[src/rtl/osram_drain.sv]
// osram_drain: read-side drain engine for the 128x32 output SRAM.
// Reads a programmed window of words (base, length) and presents them on a
// valid/ready stream through a 2-entry FIFO. Read issue is throttled so that
// buffered words plus reads in flight never exceed the FIFO depth.
module osram_drain #(
  parameter int addr_bw = 7,
  parameter int data_bw = 32,
  parameter int depth   = 128
) (
  input  logic               clk,
  input  logic               reset,
  input  logic               start,
  input  logic [addr_bw-1:0] base_a,
  input  logic [7:0]         len,
  output logic [addr_bw-1:0] O_A,
  output logic               O_CEN,
  output logic               O_WEN,
  input  logic [data_bw-1:0] O_Q,
  output logic [data_bw-1:0] out_data,
  output logic               out_valid,
  input  logic               out_ready,
  output logic               busy,
  output logic               done
);

  localparam logic [1:0] S_IDLE  = 2'd0;
  localparam logic [1:0] S_RUN   = 2'd1;
  localparam logic [1:0] S_DRAIN = 2'd2;

  localparam logic [7:0]         MAX_LEN  = 8'(depth);
  localparam logic [addr_bw-1:0] LAST_ADR = addr_bw'(depth - 1);

  // Control state
  logic [1:0]         state_q, state_d;
  logic [7:0]         len_q, len_d;
  logic [7:0]         issue_q, issue_d;
  logic [7:0]         xfer_q, xfer_d;
  logic [addr_bw-1:0] addr_q, addr_d;
  logic               done_q, done_d;
  logic               inflight_q;

  // Output FIFO
  logic [data_bw-1:0] mem_q [2];
  logic               wr_ptr_q, rd_ptr_q;
  logic [1:0]         count_q;

  logic [7:0] len_clamped;
  logic [2:0] occupancy;
  logic       pop;
  logic       push;
  logic       issue;

  assign len_clamped = (len > MAX_LEN) ? MAX_LEN : len;

  assign pop  = (count_q != 2'd0) && out_ready;
  // Data on O_Q belongs to the read issued in the previous cycle.
  assign push = inflight_q;

  // Entries that will be buffered or pending after this cycle's transfer.
  assign occupancy = {1'b0, count_q} + {2'b00, inflight_q} - {2'b00, pop};

  assign issue = (state_q == S_RUN) && (issue_q != len_q) && (occupancy < 3'd2);

  assign O_CEN     = ~issue;
  assign O_A       = issue ? addr_q : '0;
  assign O_WEN     = 1'b1;
  assign out_valid = (count_q != 2'd0);
  assign out_data  = mem_q[rd_ptr_q];
  assign busy      = (state_q == S_RUN) || (state_q == S_DRAIN);
  assign done      = done_q;

  // Next-state logic for the job FSM and its counters.
  always_comb begin
    // NOTE: every output of this block gets a default first, so no path
    // leaves a variable unassigned and no latch is inferred.
    state_d = state_q;
    len_d   = len_q;
    issue_d = issue_q;
    xfer_d  = xfer_q;
    addr_d  = addr_q;
    done_d  = 1'b0;

    if (pop) begin
      xfer_d = xfer_q + 8'd1;
    end

    case (state_q)
      S_IDLE: begin
        if (start) begin
          len_d   = len_clamped;
          addr_d  = base_a;
          issue_d = 8'd0;
          xfer_d  = 8'd0;
          if (len_clamped == 8'd0) begin
            done_d = 1'b1;
          end else begin
            state_d = S_RUN;
          end
        end
      end
      S_RUN: begin
        if (issue) begin
          issue_d = issue_q + 8'd1;
          addr_d  = (addr_q == LAST_ADR) ? '0 : addr_q + 1'b1;
          if (issue_d == len_q) begin
            state_d = S_DRAIN;
          end
        end
      end
      S_DRAIN: begin
        // Every read precedes its transfer, so the final transfer always
        // lands here rather than in RUN.
        if (pop && (xfer_d == len_q)) begin
          state_d = S_IDLE;
          done_d  = 1'b1;
        end
      end
      default: state_d = S_IDLE;
    endcase
  end

  // Control registers with synchronous active-low reset.
  always_ff @(posedge clk) begin
    // NOTE: state elements use non-blocking assignment so every register
    // samples pre-edge values regardless of block evaluation order.
    if (!reset) begin
      state_q    <= S_IDLE;
      len_q      <= 8'd0;
      issue_q    <= 8'd0;
      xfer_q     <= 8'd0;
      addr_q     <= '0;
      done_q     <= 1'b0;
      inflight_q <= 1'b0;
    end else begin
      state_q    <= state_d;
      len_q      <= len_d;
      issue_q    <= issue_d;
      xfer_q     <= xfer_d;
      addr_q     <= addr_d;
      done_q     <= done_d;
      inflight_q <= issue;
    end
  end

  // FIFO storage and pointers; captures O_Q the edge after each read.
  always_ff @(posedge clk) begin
    // NOTE: the two storage words are reset because out_data is the raw head
    // entry and must read 0 after reset; a deeper memory would not be.
    if (!reset) begin
      mem_q[0] <= '0;
      mem_q[1] <= '0;
      wr_ptr_q <= 1'b0;
      rd_ptr_q <= 1'b0;
      count_q  <= 2'd0;
    end else begin
      if (push) begin
        mem_q[wr_ptr_q] <= O_Q;
        wr_ptr_q        <= ~wr_ptr_q;
      end
      if (pop) begin
        rd_ptr_q <= ~rd_ptr_q;
      end
      count_q <= count_q + {1'b0, push} - {1'b0, pop};
    end
  end

endmodule

[config.mk]
export PLATFORM = sky130hd
export DESIGN_NAME = osram_drain
export DESIGN_NICKNAME = d
export VERILOG_FILES = /design/src/rtl/osram_drain.sv
export SDC_FILE = /design/constraint.sdc
export NUM_CORES = 1
export LEC_CHECK = 0
export ABC_AREA = 1
export BUFFER_PORTS_ARGS = -buffer_cell sky130_fd_sc_hd__clkbuf_2
export CORE_ASPECT_RATIO = 1.25
export CORE_MARGIN = 5
export CORE_UTILIZATION = 55
export CTS_CLUSTER_DIAMETER = 50
export CTS_CLUSTER_SIZE = 14
export DETAILED_ROUTE_END_ITERATION = 12
export PLACE_DENSITY_LB_ADDON = 0.3
export SLEW_MARGIN = 15
export SYNTH_ARGS = -nofsm -noshare
export SYNTH_HDL_FRONTEND = slang
export SYNTH_SLANG_ARGS = --single-unit
[constraint.sdc]
create_clock -name clk -period 5.2 [get_ports clk]
set_input_delay 0.52 -clock clk [delete_from_list [all_inputs] [get_ports clk]]
set_output_delay 0.52 -clock clk [all_outputs]
set_load 0.02 [all_outputs]
-- Yosys cells after proc, flatten, opt, wreduce, memory -nomap -nowiden
Memory sizes are Yosys's and may differ from the RTL's. A register that Yosys moved wholly into a read port is not among the register bits.
Index checks and enable logic that the tools add are counted.
- input port bits: 51
- memories: 1
- flip-flop bits (word level): 39
- memory bits (writable): 64
- output and inout port bits: 44
- logic and storage cells: 78
- mux-type cells: 31
- equal/unequal tests: 11
- magnitude comparators: 2
- bitwise operators: 3
- reductions and logical operators: 13
- $add $sub $neg: 7
- memory list (memory ; words ; bits a word ; read ports ; clocked after memory_dff ; write ports ; line ; RTL):
    mem_q ; 2 ; 32 ; 1 ; 1 ; 2 ; 43 ; logic [data_bw-1:0] mem_q [2];
- operator list (operator ; count):
    2-to-1 mux 8 bit ; 6
    2-to-1 mux 32 bit ; 1
    OR reduction 32 bit ; 1
    2-to-1 mux 7 bit ; 4
    adder 8 x 1 -> 8 bit, second input constant ; 2
    equality test 8 bit ; 2
    case mux 8 bit (2 select lines) ; 1
    case mux 7 bit (2 select lines) ; 1
    2-to-1 mux 1 bit ; 11
    2-to-1 mux 2 bit ; 5
    greater-than comparator 8 bit, second input constant ; 1
    zero test 8 bit ; 1
    != test 8 bit ; 1
    adder 7 x 1 -> 7 bit, second input constant ; 1
    equality test 7 bit, second input constant ; 1
    != test 2 bit, second input constant ; 3
    case mux 2 bit (3 select lines) ; 1
    AND reduction 5 bit ; 1
    logical AND 1 bit ; 4
    != test 2 x 1 -> 1 bit, second input constant ; 2
    nonzero test 2 bit ; 2
    adder 2 x 1 -> 3 bit ; 1
    less-than comparator 3 x 2 -> 1 bit, second input constant ; 1
    inverter 1 bit ; 3
    10 further kinds ; 10

-- Logic depth before layout (Yosys ltp)
- depth after elaboration: 7
- gate-level depth with buffers: 17
- depth with buffers taken out: 16

-- Worst setup path after synthesis
Ideal clock, no wire load.
- kind: in2out
- from: input out_ready
- to: output O_A[0]
- cell stages on the path: 12
- buffers on the path: 1
- arrival: 2.487 ns
- slack: 2.193 ns
- data required time: 4.680 ns
- cell sequence: inv_1 -> nor2_8 -> buf_8 -> ha_1 -> inv_1 -> ha_1 -> inv_1 -> fa_1 -> nand2_1 -> nor2_1 -> nand2_4 -> nor2_1
- cells in the longest elaborated chain, start to end: 5
- RTL lines (element ; line ; RTL):
    start: declaration ; 21 ; input logic out_ready,
    logical AND 1 bit ; 55 ; assign pop = (count_q != 2'd0) && out_ready;
    subtractor 3 x 1 -> 3 bit ; 60 ; assign occupancy = {1'b0, count_q} + {2'b00, inflight_q} - {2'b00, pop};
    less-than comparator 3 x 2 -> 1 bit ; 62 ; assign issue = (state_q == S_RUN) && (issue_q != len_q) && (occupancy < 3'd2);
    logical AND 1 bit ; 62 ;
    2-to-1 mux 7 bit ; 65 ; assign O_A = issue ? addr_q : '0;
    end: declaration ; 15 ; output logic [addr_bw-1:0] O_A,
Every way passes these cells.

-- Final worst setup path
- from: register count_q[1]
- to: output O_A[5]
- cells in the longest elaborated chain, start to end: 6
- elaborated cells between the ends (all ways): 7
- RTL lines (element ; line ; RTL):
    start: declaration ; 45 ; logic [1:0] count_q;
    start signal: assignment ; 163 ; count_q <= count_q + {1'b0, push} - {1'b0, pop};
    branches (longest 2 deep; another with adder 2 x 1 -> 3 bit) ; - ;
    subtractor 3 x 1 -> 3 bit * ; 60 ;
    less-than comparator 3 x 2 -> 1 bit * ; 62 ;
    logical AND 1 bit * ; 62 ;
    2-to-1 mux 7 bit * ; 65 ;
Mark *: on every way between the ends.

==> metrics.txt <==
hold_ws around 0.44 ns; flops & latches, synth 104; synthesis warning total 0; Die ar. 11600 um^2; top-count cell post-synth nor2_1; DP Area between 5000 and 6000 um^2; beginning of the critical path count_q[1]; DR WL/cell roughly 14 um; Core Rows 39; number of max-cap violations 0; status complete, no violations; Hold Startpoint len[1]; Die X approximately 97 um; EDFF count, synth 64; Nets ~730; sequential fraction of the synthesis area 52.1%; r2r startpoint count_q[1]; Max Fclk just over 300 MHz; Die Y between 100 and 150 um; Worst-path clk slew about 0.07 ns; ANT nets after route 0; Rel. slew slack between 60% and 70%; CTS buffer count 9; Post-synth ARST share 0%; fin crit share a little under two thirds; setup_tns 0 ns; met2 wire length between 5 and 6 mm; Slowest-stage cell, CP fa_1; DP HPWL 7.99 mm; critical-path maximum fanout 18; leakage power about 2.8 nW; internal reg-to-reg setup slack around 2.3 ns; Most used DFF post-synth edfxtp_1; Total GRT Usage between 10% and 20%; commonest cells in the netlist nor2_1 (98), nand2_1 (94), inv_1 (79); via/cell ratio roughly 5.1; largest stage delay on the critical path around 0.5 ns; initial antenna violation count 0; DRC 0; Hold-fix buffers, CTS 0; DP Worst Slack 2.03 ns; clock latency at the later pin of the worst-skew pair 0.34 ns; CTS Sinks between 100 and 150; Required @ worst endpoint ~4.7 ns; Final min period between 3 and 4 ns; Netlist Area Pre-Place 5230 um^2; Mapped Nets 638; Max IR drop VDD 351 uV; Worst Max-Slew Pin Slew 0.502 ns; Ant. Diodes 0; Tightest Hold Check Type in2reg; CTS tree built; syn_area_per_cell a little over 9 um^2; crit path kind reg2out; largest net degree at the start of global routing 34; post-CTS setup buffer count 0; Placer Congestion around 0.90; GRT Residual Overflow 0; fraction of layout cells with a size suffix above 1 between 20% and 30%; Max H-tree Level 3; worst-path cell chain nor2_4, nor2_8, ha_1, inv_1, ha_1, inv_1, fa_1, nand2_1, nor2_1, nand2_4, nor2_1, clkbuf_2; first-pass GRT wire length roughly 18 mm; clock skew about 0.0086 ns; Design Area, Final approximately 6100 um^2; final worst slack between 1.5 and 2 ns; max-slew violations 0; Root Buffer clkbuf_16; Longest Clk Path Bufs 2; P per Cell Area 436 nW/um^2; Post-CTS Resized 0; vias in the first global route roughly 4000; Synth top area share 36.8%; CP Capture Type output port; Synth Instances a little under 600; IO Pins 95; Yosys top cell by area edfxtp_1; buffers added on ports 93; Synth area leaders edfxtp_1 (37%), dfxtp_1 (15%), nor2_1 (7.0%); drt pass-1 iters 5; met3 WL between 600 and 700 um; DR iter-0 viols approximately 240; Top Layer Used met4; Initial Util a little under three fifths; Final Hold Viols 0; vias 4088; CP arrival 2.78 ns; post-layout util about two thirds; Netlist cell types 46; core box area between 9000 and 10000 um^2; Syn-to-layout area delta 16.6%; met1 wire length around 4.5 mm; RSZ-0062 raised after global routing no; Critical Path Source Type flop; wirelength, routed roughly 11 mm; setup violators final 0
[metal layers]
metal	GRT usage (%)	vias to the layer above
met5	0	-
met4	6.49	0
met3	4.80	17
met2	34.2	128
met1	22.7	1889
li1	-	2054
[sequential cells by signal, indices dropped and copies added (netlist names), named ones only]
name,cells
inflight_q,1
xfer_q,8
mem_q,64
wr_ptr_q,1
issue_q,8
count_q,2
rd_ptr_q,1
len_q,8
done,1
addr_q,7
state_q,2
[layout by cell type (no fill, tap or decap), types with 3 or more instances in the layout]
| master | Yosys | routed |
|---|---|---|
| a21oi_1 | 19 | 19 |
| clkbuf_16 | 0 | 9 |
| inv_2 | 3 | 3 |
| nor2_4 | 3 | 3 |
| xor2_1 | 6 | 6 |
| inv_1 | 79 | 79 |
| clkbuf_2 | 1 | 93 |
| nand2_1 | 94 | 94 |
| nor2_1 | 98 | 98 |
| ha_1 | 8 | 8 |
| buf_4 | 1 | 5 |
| nand3_1 | 40 | 40 |
| nor2_2 | 4 | 4 |
| or2_2 | 3 | 3 |
| xnor2_1 | 7 | 7 |
| nor3_1 | 4 | 4 |
| dfxtp_1 | 40 | 40 |
| edfxtp_1 | 64 | 64 |
| o21ai_0 | 19 | 19 |
| mux2_2 | 32 | 32 |
| nand4_1 | 4 | 4 |
[logic make-up after synthesis]
family          share of synthesized area [%]
simple gates                             22.5
flops                                    52.1
buf+inv                                  8.18
compound gates                           5.81
mux                                      6.89
xor+xnor                                 2.18
fa+ha+maj                                2.30
other cells                            0.0717
[per-stage QoR]
stage | power (mW) | instances
2_1_floorplan | 1.75 | 578
3_3_place_gp | 1.93 | 780
3_5_place_dp | 1.96 | 780
4_1_cts | 2.68 | 796
5_1_grt | 2.81 | 796
6_report | 2.66 | 796
[path summary, 6_finish.rpt]
path,endpoint,cells after the start
min,len_q[1],3
max reg2reg,addr_q[1],15
min reg2reg,rd_ptr_q,1
max,O_A[5],12
[cell type report]
| class | instances | area [um^2] |
|---|---|---|
| fill | 753 | 3120 |
| sequential | 104 | 2720 |
| multi-input combinational | 370 | 2080 |
| timing repair buffer | 98 | 503 |
| inverter | 85 | 322 |
| clock buffer | 11 | 233 |
| tap | 123 | 154 |
| clock inverter | 5 | 86.3 |
[worst max-delay path: cells and delay by family, from the launching register on]
family        cells  cell delay (ns)
fa+ha+maj         3             0.91
flops             1             0.44
buf+inv           3             0.28
simple gates      6             0.80
[report_power, final]
part / internal, mW / switching [mW] / total [mW]
combinational: 0.319 / 0.578 / 0.897
clock: 0.427 / 0.293 / 0.719
sequential: 0.977 / 0.0666 / 1.04
Power figures use the tool's default switching activity.
